===== src/rtl/seg7_pkg.sv =====
// Shared 7-segment constants: hex glyph table, digit count and the all-anodes-off pattern.
// Combinational helpers only; no latency or backpressure.
package seg7_pkg;

  localparam int NUM_DIGITS = 4;
  localparam logic [NUM_DIGITS-1:0] AN_ALL_OFF = 4'b1111;

  // Indexed by nibble value; bit 0 is segment a, bit 6 is segment g.
  localparam logic [15:0][6:0] HEX7 = {
    7'h71, 7'h79, 7'h5E, 7'h39, 7'h7C, 7'h77, 7'h6F, 7'h7F,
    7'h07, 7'h7D, 7'h6D, 7'h66, 7'h4F, 7'h5B, 7'h06, 7'h3F
  };

  function automatic logic [6:0] hex7(input logic [3:0] value);
    return HEX7[value];
  endfunction

endpackage


===== src/rtl/hex_to_seg7.sv =====
// Hex nibble to active-high 7-segment pattern (a..g on bits 0..6).
// Purely combinational; no backpressure.
module hex_to_seg7
  import seg7_pkg::*;
(
  input  logic [3:0] nibble,
  output logic [6:0] seg
);

  assign seg = hex7(nibble);

endmodule


===== src/rtl/seg7_scan_ctrl.sv =====
// Four-digit 7-segment scan controller: per-frame snapshot, blank-then-show slots, registered pins.
// Outputs lag the scan counter by one cycle; ena low freezes the scan and blanks the display.
module seg7_scan_ctrl
  import seg7_pkg::*;
#(
  parameter int REFRESH_DIV  = 12500,
  parameter int BLANK_CYCLES = 16
) (
  input  logic                    clk,
  input  logic                    rst_n,
  input  logic                    ena,
  input  logic [4*NUM_DIGITS-1:0] digits,
  input  logic [NUM_DIGITS-1:0]   dp_in,
  input  logic [NUM_DIGITS-1:0]   digit_en,
  output logic [6:0]              seg,
  output logic                    dp,
  output logic [NUM_DIGITS-1:0]   an,
  output logic                    frame_start
);

  localparam int CW = $clog2(REFRESH_DIV);
  localparam int IW = $clog2(NUM_DIGITS);
  localparam logic [CW-1:0] CNT_LAST  = CW'(REFRESH_DIV - 1);
  localparam logic [CW-1:0] BLANK_END = CW'(BLANK_CYCLES);

  logic [CW-1:0]             cnt;
  logic [IW-1:0]             idx;
  logic [4*NUM_DIGITS-1:0]   snap_digits;
  logic [NUM_DIGITS-1:0]     snap_dp;
  logic [NUM_DIGITS-1:0]     snap_en;

  logic [3:0] cur_nibble;
  logic [6:0] cur_seg;
  logic       show;

  // Decode always works from the snapshot so a mid-frame input change cannot tear the display.
  assign cur_nibble = snap_digits[{idx, 2'b00} +: 4];
  assign show       = (cnt >= BLANK_END) && snap_en[idx];

  hex_to_seg7 u_hex (
    .nibble (cur_nibble),
    .seg    (cur_seg)
  );

  always_ff @(posedge clk or negedge rst_n) begin
    if (!rst_n) begin
      cnt         <= '0;
      idx         <= '0;
      snap_digits <= '0;
      snap_dp     <= '0;
      snap_en     <= '0;
      an          <= AN_ALL_OFF;
      seg         <= '0;
      dp          <= 1'b0;
      frame_start <= 1'b0;
    end else if (ena) begin
      if (cnt == CNT_LAST) begin
        cnt <= '0;
        idx <= idx + 1'b1;
      end else begin
        cnt <= cnt + 1'b1;
      end

      if (cnt == '0 && idx == '0) begin
        snap_digits <= digits;
        snap_dp     <= dp_in;
        snap_en     <= digit_en;
        frame_start <= 1'b1;
      end else begin
        frame_start <= 1'b0;
      end

      if (show) begin
        an  <= ~(NUM_DIGITS'(1) << idx);
        seg <= cur_seg;
        dp  <= snap_dp[idx];
      end else begin
        an  <= AN_ALL_OFF;
        seg <= '0;
        dp  <= 1'b0;
      end
    end else begin
      an          <= AN_ALL_OFF;
      seg         <= '0;
      dp          <= 1'b0;
      frame_start <= 1'b0;
    end
  end

endmodule


===== config.mk =====
export PLATFORM = sky130hd
export DESIGN_NAME = seg7_scan_ctrl
export DESIGN_NICKNAME = d
export VERILOG_FILES = /design/src/rtl/seg7_pkg.sv /design/src/rtl/hex_to_seg7.sv /design/src/rtl/seg7_scan_ctrl.sv
export SDC_FILE = /design/constraint.sdc
export NUM_CORES = 1
export LEC_CHECK = 0
export CAP_MARGIN = 20
export CORE_UTILIZATION = 50
export CTS_CLUSTER_SIZE = 12
export DETAILED_ROUTE_END_ITERATION = 10
export GPL_ROUTABILITY_DRIVEN = 1
export PLACE_DENSITY = 0.75
export SKIP_LAST_GASP = 1
export SYNTH_ARGS = -nofsm -noshare
export SYNTH_HDL_FRONTEND = slang
export SYNTH_SLANG_ARGS = --single-unit
export TNS_END_PERCENT = 1

===== constraint.sdc =====
create_clock -name clk -period 4.89 [get_ports clk]
set_input_delay 1.2225 -clock clk [delete_from_list [all_inputs] [get_ports clk]]
set_output_delay 1.2225 -clock clk [all_outputs]
set_load 0.01 [all_outputs]

==> impl_metrics.json <==
{
  "rsz0062_at_grt": "no",
  "grt_pass1_wl_mm": 7.18,
  "yosysTopAreaCell": "dfrtp_1",
  "clock_path_buffers": 2,
  "portBuffers": 39,
  "fp-row-count": 26,
  "syn-num-nets": 252,
  "hold_ws_ns": 0.507,
  "core_area_um2": 5140,
  "grt_max_degree": 54,
  "clk_pin_slew_worst_paths_ns": 0.09,
  "postLayoutSetupSlackWorst_ns": 2.22,
  "setup_viol": 0,
  "drc": 0,
  "critPathSlowestCell": "clkdlybuf4s50_1",
  "syn_inst": 213,
  "drive_gt1_share_pct": 20.2,
  "maxSlewViolCount": 0,
  "maxSlewHeadroom_pct": 57.4,
  "num-fill-cells": 430,
  "io_pins": 40,
  "routed_wl_mm": 4.43,
  "final_cell_count_no_fill": 322,
  "fin_crit_ns": 2.67,
  "clockRootBuffer": "clkbuf_8",
  "ys.flop_type": "dfrtp_1",
  "fin_crit_sh_pct": 54.6,
  "power_density_nw_per_um2": 288,
  "first_pass_iters": 4,
  "start_kind": "input pin",
  "leakagePower_uw": 0.00155,
  "gr-usage-all-layers_pct": 17.3,
  "fin_util_pct": 62.8,
  "maxCapViolations": 0,
  "ys_ff_latch": 53,
  "final_nets": 290,
  "die_width_um": 75.2,
  "antenna_found_initial": 0,
  "clock_sinks": 53,
  "insertion_delay_ns": 0.31,
  "die_y_um": 75.2,
  "cp_slowest_stage_delay_ns": 0.68,
  "crit_path_end_kind": "register",
  "h-tree-depth": 2,
  "status": "complete, no violations",
  "setup_tns_ns": 0,
  "die_area_um2": 5660,
  "worstMarginPinSlew_ns": 0.639,
  "place_inst": 314,
  "syn_area_per_cell_um2": 12.6,
  "start_util_pct": 52.2,
  "irDropWorstVdd_mv": 0.169,
  "synth_area_leaders": "dfrtp_1 (46%), mux2_4 (11%), mux4_2 (5.9%)",
  "synthDistinctLibCells": 34,
  "ctsHoldBuffers": 0,
  "ff_latch_area_um2": 1330,
  "ys_seq_area_share_pct": 49.7,
  "fmax_mhz": 374,
  "synth_warnings": 0,
  "synth_area_um2": 2680,
  "grt_pass1_vias": 1494,
  "worstPathRequired_ns": 5.09,
  "wire_per_inst_um": 13.8,
  "antennaDiodeCount": 0,
  "area_growth_pct": 20.3,
  "ys_async_sr_fraction_pct": 100,
  "path_max_fanout": 25,
  "synth_top_area_share_pct": 45.7,
  "hold_viol_final": 0,
  "preCtsSetupSlack_ns": 1.90,
  "min_path_type": "reg2reg",
  "worst-setup-path-type": "in2reg",
  "globalRoute.totalOverflow": 0,
  "multiInputGateArea_um2": 1230,
  "synth_edf_count": 0,
  "finClkSkew_ns": 0.00652,
  "cts_made_buffers": 5,
  "post_cts_resized": 0,
  "post_drt_via_cell_ratio": 5.13,
  "path_cells": "clkdlybuf4s50_1 > nand4_1 > or2_1 > buf_4 > mux2_4",
  "dp_hpwl_mm": 3.13,
  "drtIter0Drc": 70,
  "postRouteAntennaNets": 0,
  "gp_congestion": 0.861,
  "vias": 1652,
  "cp.arrival_ns": 2.87,
  "cts_setup_buffers": 0,
  "cts_tree": "done"
}
-- report_power, final --
part / total (µW) / switching (µW) / leakage, µW / internal [µW]
combinational: 90.7 / 40.0 / 0.000768 / 50.7
sequential: 492 / 33.0 / 0.000713 / 459
clock: 345 / 141 / 0.0000681 / 203
total: 928 / 214 / 0.00155 / 713
-- layout make-up --
type | count | area share (%)
sequential | 53 | 41.3
multi-input combinational | 140 | 38.3
timing repair buffer | 41 | 12.4
tap | 70 | 2.72
clock buffer | 5 | 2.13
clock inverter | 3 | 2.02
inverter | 10 | 1.16
-- cell usage after synthesis, types with 5 or more instances --
cell	number
clkbuf_1	7
dfrtp_1	49
ha_1	12
inv_1	10
mux2_2	6
mux2_4	19
mux4_2	7
nand2_1	15
nand3_1	6
nand4_1	6
nor2_1	14
nor3_1	5
o21ai_0	6
xnor2_1	8
xor2_1	7
-- path summary, 6_finish.rpt --
kind                       startpoint             end  slack (ns)  depth (start not counted)
max reg2reg                    cnt[8]  snap_digits[2]        2.46                          5
min reg2reg                    cnt[9]          cnt[9]        0.51                          1
min in group asynchronous       rst_n          seg[4]        1.01                          2
max                               ena  snap_digits[2]        2.22                          5
max in group asynchronous       rst_n      snap_en[3]        3.45                          2
min                            cnt[9]          cnt[9]        0.51                          1
-- cell families after synthesis --
kind of cell	share of synthesized area, %
flip-flops	49.7
multiplexers	19.8
AND/OR/NAND/NOR	12.5
buffers and inverters	4.29
XOR/XNOR	4.90
adder cells (fa/ha/maj)	5.60
AO/OA/AOI/OAI	3.27
-- layer usage --
layer / GRT usage (%) / share of wire (%) / up-vias / wire, µm
met5: 0 / 0 / - / 0
li1: - / - / 811 / -
met4: 5.56 / 1.4 / 0 / 63
met3: 4.55 / 3.6 / 6 / 160
met2: 25.5 / 47 / 40 / 2070
met1: 25.0 / 48 / 795 / 2130
-- worst max-delay path: cells and delay by family --
family	cells	cell delay, ns
buf+inv	2	0.94
mux	1	0.34
simple gates	2	0.35
-- state kept, by name, indices dropped and copies added (netlist names), 2 cells and up --
signal       cells
cnt             14
seg              7
an               4
idx              2
snap_digits     16
snap_dp          4
snap_en          4
-- per-stage QoR --
stage / total power (µW) / area (µm²)
6_report: 928 / 3230
5_1_grt: 974 / 3230
4_1_cts: 936 / 3230
3_5_place_dp: 592 / 3090
3_3_place_gp: 590 / 3090
2_1_floorplan: 546 / 2680
-- cells in the final DEF (no fill, tap or decap), types with 2 or more instances in the layout --
cell | netlist | final
and2_1 | 4 | 4
nor3_1 | 5 | 5
and3_1 | 2 | 2
nor2_1 | 14 | 14
mux4_2 | 7 | 7
clkdlybuf4s50_1 | 0 | 38
mux2_2 | 6 | 6
clkbuf_8 | 0 | 5
xnor2_1 | 8 | 8
a221oi_1 | 2 | 2
nor4_1 | 3 | 3
o22ai_1 | 2 | 2
xor2_1 | 7 | 7
nand3_1 | 6 | 6
dfstp_2 | 4 | 4
buf_4 | 0 | 2
o21ai_0 | 6 | 6
nand2_1 | 15 | 15
nor3b_1 | 2 | 2
nand4_1 | 6 | 6
dfrtp_1 | 49 | 49
or4_4 | 2 | 2
nand2b_1 | 2 | 2
mux2i_1 | 2 | 2
a21oi_1 | 2 | 2
inv_1 | 10 | 10
mux2_4 | 19 | 19
bufinv_16 | 0 | 2
ha_1 | 12 | 12
No activity file was read; power rests on OpenSTA's default activity.
